File: config.mk
export PLATFORM = sky130hd
export DESIGN_NAME = pc_gen_ras
export DESIGN_NICKNAME = d
export VERILOG_FILES = /design/src/rtl/pc_gen_ras.sv
export SDC_FILE = /design/constraint.sdc
export NUM_CORES = 1
export LEC_CHECK = 0
export BUFFER_PORTS_ARGS = -buffer_cell sky130_fd_sc_hd__clkbuf_2
export CAP_MARGIN = 30
export CORE_AREA = 2 2 159 161
export CTS_BUF_LIST = sky130_fd_sc_hd__clkbuf_16
export CTS_CLUSTER_SIZE = 16
export DETAILED_ROUTE_END_ITERATION = 8
export DIE_AREA = 0 0 161 163
export PLACE_DENSITY = 0.47
export SYNTH_ARGS = -nofsm -noshare
export SYNTH_HDL_FRONTEND = slang
export SYNTH_SLANG_ARGS = --single-unit
File: constraint.sdc
create_clock -name clk -period 5.63 [get_ports clk]
set_input_delay 0.8445 -clock clk [delete_from_list [all_inputs] [get_ports clk]]
set_output_delay 0.8445 -clock clk [all_outputs]
set_load 0.01 [all_outputs]
File: src/rtl/pc_gen_ras.sv
// pc_gen_ras: fetch PC generator with trap/redirect/stall priority and a circular return-address stack.
// The RAS keeps a top pointer plus an occupancy count; a push when full silently overwrites the oldest entry.
module pc_gen_ras #(
    parameter int WIDTH = 30,
    parameter int STEP = 1,
    parameter logic [WIDTH-1:0] RESET_VEC = '0,
    parameter logic [WIDTH-1:0] TRAP_VEC = WIDTH'(1),
    parameter int DEPTH = 4
) (
    input  logic             clk,
    input  logic             rst,
    input  logic             stall,
    input  logic             trap,
    input  logic             redirect,
    input  logic [WIDTH-1:0] redirect_addr,
    input  logic             call,
    input  logic             ret,
    output logic [WIDTH-1:0] pc,
    output logic [WIDTH-1:0] pc_seq,
    output logic             pc_valid,
    output logic             ras_empty,
    output logic             ras_full,
    output logic             ret_miss
);
    localparam int PW = $clog2(DEPTH);
    localparam int CW = $clog2(DEPTH + 1);

    logic [WIDTH-1:0] pc_q, pc_d;
    logic             valid_q;
    logic [PW-1:0]    top_q, top_d;
    logic [CW-1:0]    cnt_q, cnt_d;
    logic             miss_q, miss_d;
    logic [WIDTH-1:0] ras_q [DEPTH];
    logic             upd, empty, push, pop, repl;

    assign pc_seq    = pc_q + WIDTH'(STEP);
    assign empty     = cnt_q == '0;
    assign ras_empty = empty;
    assign ras_full  = cnt_q == CW'(DEPTH);
    assign pc        = pc_q;
    assign pc_valid  = valid_q;
    assign ret_miss  = miss_q;

    // The stack only moves on a cycle that actually retires into sequential/return flow.
    assign upd  = valid_q & ~trap & ~redirect & ~stall;
    assign push = upd & call & ~ret;
    assign pop  = upd & ret & ~call & ~empty;
    assign repl = upd & call & ret;

    always_comb begin
        pc_d   = ~valid_q ? pc_q :
                 trap     ? TRAP_VEC :
                 redirect ? redirect_addr :
                 stall    ? pc_q :
                 (ret & ~empty) ? ras_q[top_q] : pc_seq;
        top_d  = push ? top_q + PW'(1) : pop ? top_q - PW'(1) : top_q;
        cnt_d  = push ? (ras_full ? cnt_q : cnt_q + CW'(1)) :
                 pop  ? cnt_q - CW'(1) :
                 (repl & empty) ? CW'(1) : cnt_q;
        miss_d = upd & ret & empty;
    end

    always_ff @(posedge clk or posedge rst) begin
        if (rst) begin
            pc_q    <= RESET_VEC;
            valid_q <= 1'b0;
            top_q   <= '0;
            cnt_q   <= '0;
            miss_q  <= 1'b0;
        end else begin
            pc_q    <= pc_d;
            valid_q <= 1'b1;
            top_q   <= top_d;
            cnt_q   <= cnt_d;
            miss_q  <= miss_d;
        end
    end

    // Entries carry no reset; count gates every read.
    always_ff @(posedge clk) begin
        if (push)
            ras_q[top_q + PW'(1)] <= pc_seq;
        else if (repl)
            ras_q[top_q] <= pc_seq;
    end
endmodule

==> qor.csv, run 1 <==
stage,metric,value,unit
cts,worstSkewPairLatency,430,ps
yosys,synth_compound_area_share,10.54,%
job,cap_violations,0,
setup_path,crit_required,4790,ps
place,dp_hpwl,14730,um
power,p_sw,1062,uW
floorplan,std_cell_rows,58,
cts,postCtsSetupBuffers,0,
setup_path,path_cells,ha_1 -> nand2_1 -> or3_1 -> or4_4 -> xor2_1 -> inv_1 -> clkbuf_2,
power,finalPower,3517,uW
detailed_routing,post_drt_wl_per_cell,21.69,um
setup_path,arrival,3020,ps
power,p_leak,0.003320,uW
timing,drv_slew,0,
timing,worstMarginPinSlew,950.0,ps
power,p_int,2454,uW
yosys,yosysTopAreaCell,edfxtp_1,
timing,holdWs,524.9,ps
floorplan,fp.dieH,163,um
setup_path,cp_num_buf_inv,2,
yosys,synth.distinct_cells,60,
layout,syn2layout_area_growth,21.53,%
cts,cts_resized,0,
global_route,grt_first_pass_wirelength,32240,um
global_route,grt_usage,16.56,%
outcome,outcome,finished clean,
cts,ctsHoldBuffers,0,
timing,setup_viol,0,
setup_path,cp-end-kind,output port,
yosys,synth-main-ff-cell,edfxtp_1,
layout,fillCellCount,2442,
floorplan,die-area,26240,sq um
power,p_sw_share,30.21,%
setup_path,crit_path_max_fanout,8,
setup_path,path_delay_family,simple AND/OR/NAND/NOR gates,
detailed_routing,vias,5112,
detailed_routing,drtPass1Iterations,7,
yosys,synth_simple_gate_area_share,10.09,%
global_route,grt_use_met3,3.896,%
floorplan,die_w,161,um
timing,fin_crit_sh,68.70,%
yosys,seq_area_frac_synth,62.24,%
layout,final_nets,674,
cts,cts-buffers-inserted,17,
yosys,async_flop_share,23.57,%
global_route,busiest_layer,met2,
timing,period_needed,3868,ps
global_route,grt_util_met1,22.70,%
global_route,grt_pass1_vias,5172,
setup_path,slowest_stage,or4_4,
place,place.gp.congestion,0.7942,
power,cellPowerDensity,397.7,nW/um^2
yosys,synth_top_family_by_area,compound AO/OA/AOI/OAI gates,
global_route,gr-usage-met2,26.57,%
timing,finClkSkew,20.34,ps
cts,clk_pin_slew,60,ps
yosys,synth_fa_ha_area_share,0.6878,%
cts,cts-root-buf,clkbuf_16,
timing,max_slew_margin,36.43,%
layout,num_antenna_cells,0,
power,power_frac_clock,34.1,%
yosys,synthCells,527,
yosys,yosys_register_bits,157,
cts,cts_tree,built,
timing,hold_violations,0,
layout,postLayoutCellArea,8843,sq um
layout,final_common_cell,edfxtp_1,
detailed_routing,antenna_left,0,
timing,max_freq,258.5,MHz
layout,drive_gt1_share,29.72,%
yosys,avgSynthCellArea,13.81,sq um
power,max-vdd-ir-drop,0.2038,mV
yosys,synth_edf_count,120,
timing,grt_setup_unrepaired,false,
floorplan,io_pins,101,
detailed_routing,via_per_inst,5.238,
yosys,synth_top_area_share,49.52,%
yosys,ys_top_cells_by_area,"edfxtp_1, dfrtp_1, mux4_2",
yosys,syn_nets,568,
yosys,synth_mux_area_share,10.11,%
global_route,antenna_found_initial,0,
floorplan,start_util,29.49,%
timing,tns,0,ps
global_route,grt_max_degree,38,
cts,cts_num_sinks,157,
setup_path,worstSetupPathType,reg -> out,
yosys,ys_warn_count,0,
power,seqPwrFrac,40.4,%
detailed_routing,routed_wl,21170,um
layout,fin_cells,976,
power,power_frac_comb,25.5,%
place,placed_cells,944,
setup_path,crit_path_start_kind,flip-flop,
detailed_routing,initialDrtViolationCount,512,
detailed_routing,drc,0,
place,io_buffers,100,
yosys,synth_xor_area_share,3.490,%
global_route,grt-ovfl-total,0,
cts,htree_levels,4,
floorplan,core_area,24670,sq um
hold_path,hold_path.class,in -> async,
setup_path,cpPeakStageDelay,580,ps
cts,clockBufferDepth,2,
layout,final_cell_mix,"edfxtp_1, clkbuf_2, o21ai_0, dfrtp_1, mux4_2",
yosys,synth_area,7277,sq um
place,dpl_cell_area,8238,sq um
==> metal layers <==
layer  vias up  share of wire (%)  routed length [um]
li1       2276                  -                   -
met1      2627                 45                9440
met2       195                 48               10100
met3        14                6.6                1387
met4         0                1.1                 238
met5         -                  0                   0
==> flip-flops by register name, indices dropped and copies added, names as in the netlist <==
name / cells
pc_valid: 1
pc: 30
top_q: 2
cnt_q: 3
ras_q: 120
ret_miss: 1
==> synthesized netlist by cell type, types with 12 or more instances <==
library cell	n
nand2_1	27
dfrtp_1	37
a222oi_1	12
xnor2_1	19
nor3_1	14
a21oi_1	20
nor2_1	28
inv_1	21
o21ai_0	36
mux4_2	30
edfxtp_1	120
clkbuf_1	19
nand3_1	13
==> power groups by stage <==
| stage | Sequential (uW) | Clock, uW | Combinational, uW |
|---|---|---|---|
| after floorplan | 1430 | 0 | 606 |
| after global placement | 1440 | 0 | 899 |
| after detailed placement | 1440 | 0 | 912 |
| after CTS | 1420 | 1220 | 917 |
| after global routing | 1430 | 1270 | 982 |
| final | 1420 | 1200 | 898 |
==> through the flow <==
stage,setup slack [ps],util [%]
finish,1762,35.84
global route,1539,35.84
CTS,1777,35.84
detailed placement,2185,33.39
global placement,2257,33.25
floorplan,288.2,-
==> logic make-up after synthesis <==
family | Yosys count
adders and majority gates | 4
AOI/OAI and AO/OA | 115
DFF | 157
other | 1
and+or+nand+nor | 134
muxes | 36
xor gates and xnor gates | 29
buffers and inverters | 51
==> worst paths after layout <==
path,start,to,slack [ps],cells past startpoint
max,pc[1]$_DFFE_PP0P_,pc_seq[28],1760,7
min,rst,pc[3]$_DFFE_PP0P_,520,3
max reg2reg,cnt_q[0]$_DFFE_PP0P_,pc[18]$_DFFE_PP0P_,2730,9
min reg2reg,cnt_q[0]$_DFFE_PP0P_,cnt_q[0]$_DFFE_PP0P_,570,2
max in group asynchronous,rst,top_q[0]$_DFFE_PP0P_,4690,3
min in group clk,cnt_q[0]$_DFFE_PP0P_,cnt_q[0]$_DFFE_PP0P_,570,2
==> tightest hold or removal path: cells and delay by family <==
| family | cells | cell delay (ps) |
|---|---|---|
| buffers and inverters | 3 | 540 |
==> cell type report <==
class / count / area (sq um) / area share (%)
Clock inverter: 15 / 180.2 / 2.037
Multi-Input combinational cell: 319 / 2571 / 29.07
Tap cell: 330 / 412.9 / 4.669
Inverter: 22 / 82.58 / 0.9338
Timing Repair Buffer: 116 / 640.6 / 7.244
Sequential cell: 157 / 4531 / 51.23
Clock buffer: 17 / 425.4 / 4.810
(Power assumes the default switching activity.)
==> run 2, diff against run 1 <==
clock period = 3.8 ns   (was 5.63 ns; I/O delays follow)
==> run 2 against run 1 <==
Against the previous run:
- die area is the same
- cell count rose by 0.51%
- core utilization is 0.13 points higher
- critical path depth stayed put
- non-clock buffer count grew 5
- combinational power is 41% higher
- first-iteration DRC count is 16% lower
- critical path type unchanged
- largest cell class unchanged
==> qor.csv, run 2 (synthesis results as in run 1) <==
stage,metric,value,unit
layout,final_common_cell,edfxtp_1,
setup_path,crit_path_start_kind,flip-flop,
layout,num_antenna_cells,0,
setup_path,cp-end-kind,output port,
place,place.gp.congestion,0.8162,
layout,finish.utilization,35.97,%
cts,cts-root-buf,clkbuf_16,
layout,largest_reg_flops,120,
place,dp_hpwl,14840,um
job,cap_violations,0,
timing,tns,0,ps
timing,grt_setup_unrepaired,false,
timing,worstMarginPinSlew,836.5,ps
timing,period_needed,3546,ps
power,max-vdd-ir-drop,0.2812,mV
setup_path,r2r_end,ras_q[2][28]$_DFFE_PP_,
layout,regMostFlops,ras_q,
detailed_routing,vias,5106,
timing,timing.final.ws_setup,253.8,ps
timing,setup_viol,0,
cts,postCtsSetupBuffers,0,
place,place_ws,720.1,ps
global_route,grt_max_degree,38,
detailed_routing,drc,0,
floorplan,start_util,29.49,%
setup_path,crit_required,3230,ps
layout,final_nets,679,
global_route,grt_pass1_vias,5126,
cts,worstSkewPairLatency,430,ps
timing,finClkSkew,8.767,ps
cts,cts_num_sinks,157,
power,finalPower,5214,uW
global_route,antenna_found_initial,0,
power,p_sw,1625,uW
floorplan,die_w,161,um
cts,clk_pin_slew,70,ps
floorplan,core_area,24670,sq um
detailed_routing,antenna_left,0,
layout,syn2layout_area_growth,21.97,%
power,seqPwrFrac,42.1,%
layout,postLayoutCellArea,8876,sq um
global_route,grt_first_pass_wirelength,32260,um
detailed_routing,drtPass1Iterations,7,
setup_path,crit_path_max_fanout,8,
timing,hold_violations,0,
setup_path,arrival,2980,ps
cts,htree_levels,4,
power,p_int,3589,uW
place,dpl_cell_area,8278,sq um
detailed_routing,routed_wl,21600,um
layout,drive_gt1_share,30.72,%
cts,cts_tree,built,
cts,cts_resized,0,
timing,max_freq,282.0,MHz
global_route,grt-ovfl-total,0,
outcome,outcome,finished clean,
place,io_buffers,100,
floorplan,fp.dieH,163,um
setup_path,reg2reg_slack,1140,ps
timing,fin_crit_sh,93.32,%
detailed_routing,initialDrtViolationCount,430,
power,power_frac_comb,24.3,%
setup_path,rr_startpoint,pc[0]$_DFFE_PP0P_,
power,cellPowerDensity,587.4,nW/um^2
power,p_sw_share,31.16,%
cts,cts-buffers-inserted,17,
detailed_routing,post_drt_wl_per_cell,22.02,um
layout,final_cell_mix,"edfxtp_1, clkbuf_2, o21ai_0, dfrtp_1, mux4_2",
timing,max_slew_margin,44.03,%
cts,ctsHoldBuffers,0,
setup_path,worstSetupPathType,reg -> out,
detailed_routing,via_per_inst,5.205,
timing,drv_slew,0,
floorplan,std_cell_rows,58,
setup_path,timing.reg2reg.worst_path_depth,6,
power,p_leak,0.003324,uW
hold_path,hold_path.class,in -> async,
cts,clockBufferDepth,2,
global_route,grt_usage,16.77,%
power,power_frac_clock,33.6,%
floorplan,io_pins,101,
floorplan,die-area,26240,sq um
layout,fillCellCount,2458,
## run 2: cell count changes in the layout (fill, tap and decap cells not counted)
cell,before,now
clkinv_4,0,2
buf_4,15,21
nor4_2,2,0
buf_16,1,0
inv_1,25,22
clkinvlp_4,2,3
nor4_4,1,3
inv_6,2,3
bufinv_16,4,3
nor2_2,1,0
nor2_4,1,2
## run 2: through the flow
stage	hold slack, ps	cells
finish	257.0	981
global route	294.7	981
CTS	278.6	981
floorplan	505.4	527
detailed placement	552.0	949
global placement	545.7	949
## run 2: worst max-delay path by stage
stage	cells after the start	slack, ps	end	startpoint
after floorplan	5	-40	ras_q[3][0]$_DFFE_PP_	trap
after global placement	7	780	pc_seq[28]	pc[0]$_DFFE_PP0P_
after detailed placement	7	720	pc_seq[28]	pc[0]$_DFFE_PP0P_
after CTS	7	240	pc_seq[28]	pc[0]$_DFFE_PP0P_
after global routing	7	120	pc_seq[28]	pc[0]$_DFFE_PP0P_
final	7	250	pc_seq[28]	pc[0]$_DFFE_PP0P_
## run 2: critical path, cell delays in order, from the launching register on
cell,delay (ps)
dfrtp_1,470
ha_1,290
nand2_1,150
or3_1,540
or4_4,580
xor2_1,230
inv_1,130
clkbuf_2,150
## run 2: routing by layer
layer  up-vias  part of all wire [%]  wire [um]  global-route usage, %
met4         0                   2.5        530                  6.209
li1       2277                     -          -                      -
met5         -                     0          0                      0
met1      2622                    45       9654                  22.75
met2       177                    46      10020                  26.22
met3        30                   6.5       1399                  4.049
## run 2: cell type report
cell class	instances	area [sq um]	share of cell area (%)
clock buffer	17	425.4	4.793
clock inverter	15	172.7	1.945
inverter	22	82.58	0.9304
multi-input combinational	319	2594	29.22
sequential	157	4531	51.04
tap	330	412.9	4.652
timing repair buffer	121	658.1	7.415
## run 2: power by group through the flow
stage	registers, uW	clock network [uW]	logic (uW)
global route	2220	1850	1370
CTS	2200	1780	1280
finish	2200	1750	1270
detailed placement	2240	0	1270
floorplan	2120	0	902
global placement	2230	0	1260
==> run 3, diff against run 2 <==
BUFFER_PORTS_ARGS = -buffer_cell sky130_fd_sc_hd__buf_4   (was -buffer_cell sky130_fd_sc_hd__clkbuf_2)
==> run 3 against run 2 <==
Against the previous run:
- first-iteration DRC count rose by 13%
- cell count decreased by 0.20%
- combinational power increased by 4%
- count of clock-buffer cells in the layout unchanged
- largest power group unchanged
- fmax grew 0.80%
- core utilization grew 0.83 points
- setup slack improved by 28 ps
==> qor.csv, run 3 (synthesis results as in run 1) <==
stage,metric,value,unit
cts,clk_pin_slew,60,ps
power,cellPowerDensity,567.9,nW/um^2
setup_path,crit_start,pc[0]$_DFFE_PP0P_,
setup_path,worstSetupPathType,reg -> out,
setup_path,crit_path_start_kind,flip-flop,
setup_path,cp-end-kind,output port,
layout,fillCellCount,2420,
cts,cts-root-buf,clkbuf_16,
outcome,outcome,finished clean,
power,max-vdd-ir-drop,0.2597,mV
timing,worstMarginPinSlew,899.4,ps
setup_path,timing.reg2reg.worst_path_depth,4,
global_route,grt_usage,16.92,%
layout,num_antenna_cells,0,
cts,cts_resized,0,
global_route,grt-ovfl-total,0,
layout,postLayoutCellArea,9081,sq um
place,dp_hpwl,14800,um
layout,final_common_cell,edfxtp_1,
global_route,grt_first_pass_wirelength,32660,um
place,io_buffers,100,
place,dpl_cell_area,8521,sq um
cts,postCtsSetupBuffers,0,
setup_path,endpoint,pc_seq[28],
detailed_routing,vias,5029,
layout,final_nets,677,
setup_path,path_cells,ha_1 -> nand2_1 -> or3_1 -> or4_4 -> xor2_1 -> inv_1 -> buf_4,
detailed_routing,initialDrtViolationCount,485,
detailed_routing,post_drt_wl_per_cell,21.95,um
setup_path,crit_required,3230,ps
timing,period_needed,3518,ps
detailed_routing,antenna_left,0,
floorplan,start_util,29.49,%
layout,final-seq-area,4531,sq um
cts,cts_num_sinks,157,
cts,cts_tree,built,
timing,hold_violations,0,
layout,drive_gt1_share,30.66,%
global_route,antenna_found_initial,0,
detailed_routing,routed_wl,21490,um
place,place.gp.congestion,0.7908,
detailed_routing,via_per_inst,5.137,
global_route,grt_pass1_vias,5106,
setup_path,rr_startpoint,top_q[0]$_DFFE_PP0P_,
cts,cts-buffers-inserted,17,
timing,tns,0,ps
timing,grt_setup_unrepaired,false,
timing,max_freq,284.3,MHz
timing,finClkSkew,11.74,ps
floorplan,fp.dieH,163,um
setup_path,crit_path_max_fanout,8,
layout,multi_input_area,2589,sq um
timing,max_slew_margin,39.97,%
floorplan,die-area,26240,sq um
global_route,grt_max_degree,38,
power,p_leak,0.003371,uW
detailed_routing,drtPass1Iterations,5,
setup_path,slowest_stage,or4_4,
setup_path,r2r_end,ras_q[0][16]$_DFFE_PP_,
floorplan,core_area,24670,sq um
timing,setup_viol,0,
setup_path,reg2reg_slack,1100,ps
timing,drv_slew,0,
detailed_routing,drc,0,
layout,syn2layout_area_growth,24.79,%
cts,clockBufferDepth,2,
floorplan,io_pins,101,
cts,ctsHoldBuffers,0,
hold_path,hold_path.class,in -> async,
floorplan,die_w,161,um
timing,fin_crit_sh,92.58,%
layout,largest_reg_flops,120,
setup_path,arrival,2950,ps
floorplan,std_cell_rows,58,
cts,worstSkewPairLatency,430,ps
setup_path,cpPeakStageDelay,590,ps
layout,regMostFlops,ras_q,
layout,final_cell_mix,"edfxtp_1, buf_4, o21ai_0, dfrtp_1, mux4_2",
cts,htree_levels,4,
job,cap_violations,0,
run 3: per-stage QoR:
step                      total power (uW)  cells  util [%]  hold slack, ps  setup slack (ps)
after floorplan                       3020    527         -           505.4            -36.86
after global placement                3562    947     34.53           540.1             790.8
after detailed placement              3574    947     34.53           554.1             721.4
after CTS                             5220    979     36.81           317.0             243.6
after global routing                  5417    979     36.81           322.6             111.0
final                                 5157    979     36.81           283.8             282.0
run 3: final cells by class:
class / instances / area share [%]
Clock buffer: 17 / 4.684
Timing Repair Buffer: 119 / 9.975
Sequential cell: 157 / 49.89
Tap cell: 330 / 4.547
Clock inverter: 15 / 1.488
Multi-Input combinational cell: 319 / 28.51
Inverter: 22 / 0.9093
run 3: metal layers:
| layer | vias up | part of all wire (%) | global-route usage [%] |
|---|---|---|---|
| met5 | - | 0 | 0 |
| met4 | 0 | 1.7 | 5.154 |
| li1 | 2281 | - | - |
| met2 | 169 | 47 | 26.82 |
| met1 | 2558 | 44 | 22.88 |
| met3 | 21 | 6.7 | 4.456 |
run 3: critical path, delay by kind of cell, from the launching register on:
family | cells | cell delay [ps]
buffers and inverters | 2 | 280
xor gates and xnor gates | 1 | 200
DFF | 1 | 470
and+or+nand+nor | 3 | 1280
adders and majority gates | 1 | 290
run 3: how the worst min path moves through the flow:
stage | cells past startpoint | from | endpoint
after floorplan | 2 | cnt_q[0]$_DFFE_PP0P_ | cnt_q[0]$_DFFE_PP0P_
after global placement | 2 | cnt_q[0]$_DFFE_PP0P_ | cnt_q[0]$_DFFE_PP0P_
after detailed placement | 2 | cnt_q[0]$_DFFE_PP0P_ | cnt_q[0]$_DFFE_PP0P_
after CTS | 3 | rst | ret_miss$_DFF_PP0_
after global routing | 3 | rst | ret_miss$_DFF_PP0_
final | 3 | rst | ret_miss$_DFF_PP0_
run 3: where the power goes:
group | switching (uW) | internal (uW)
Combinational | 683 | 640
Sequential | 212 | 1980
Clock | 728 | 910
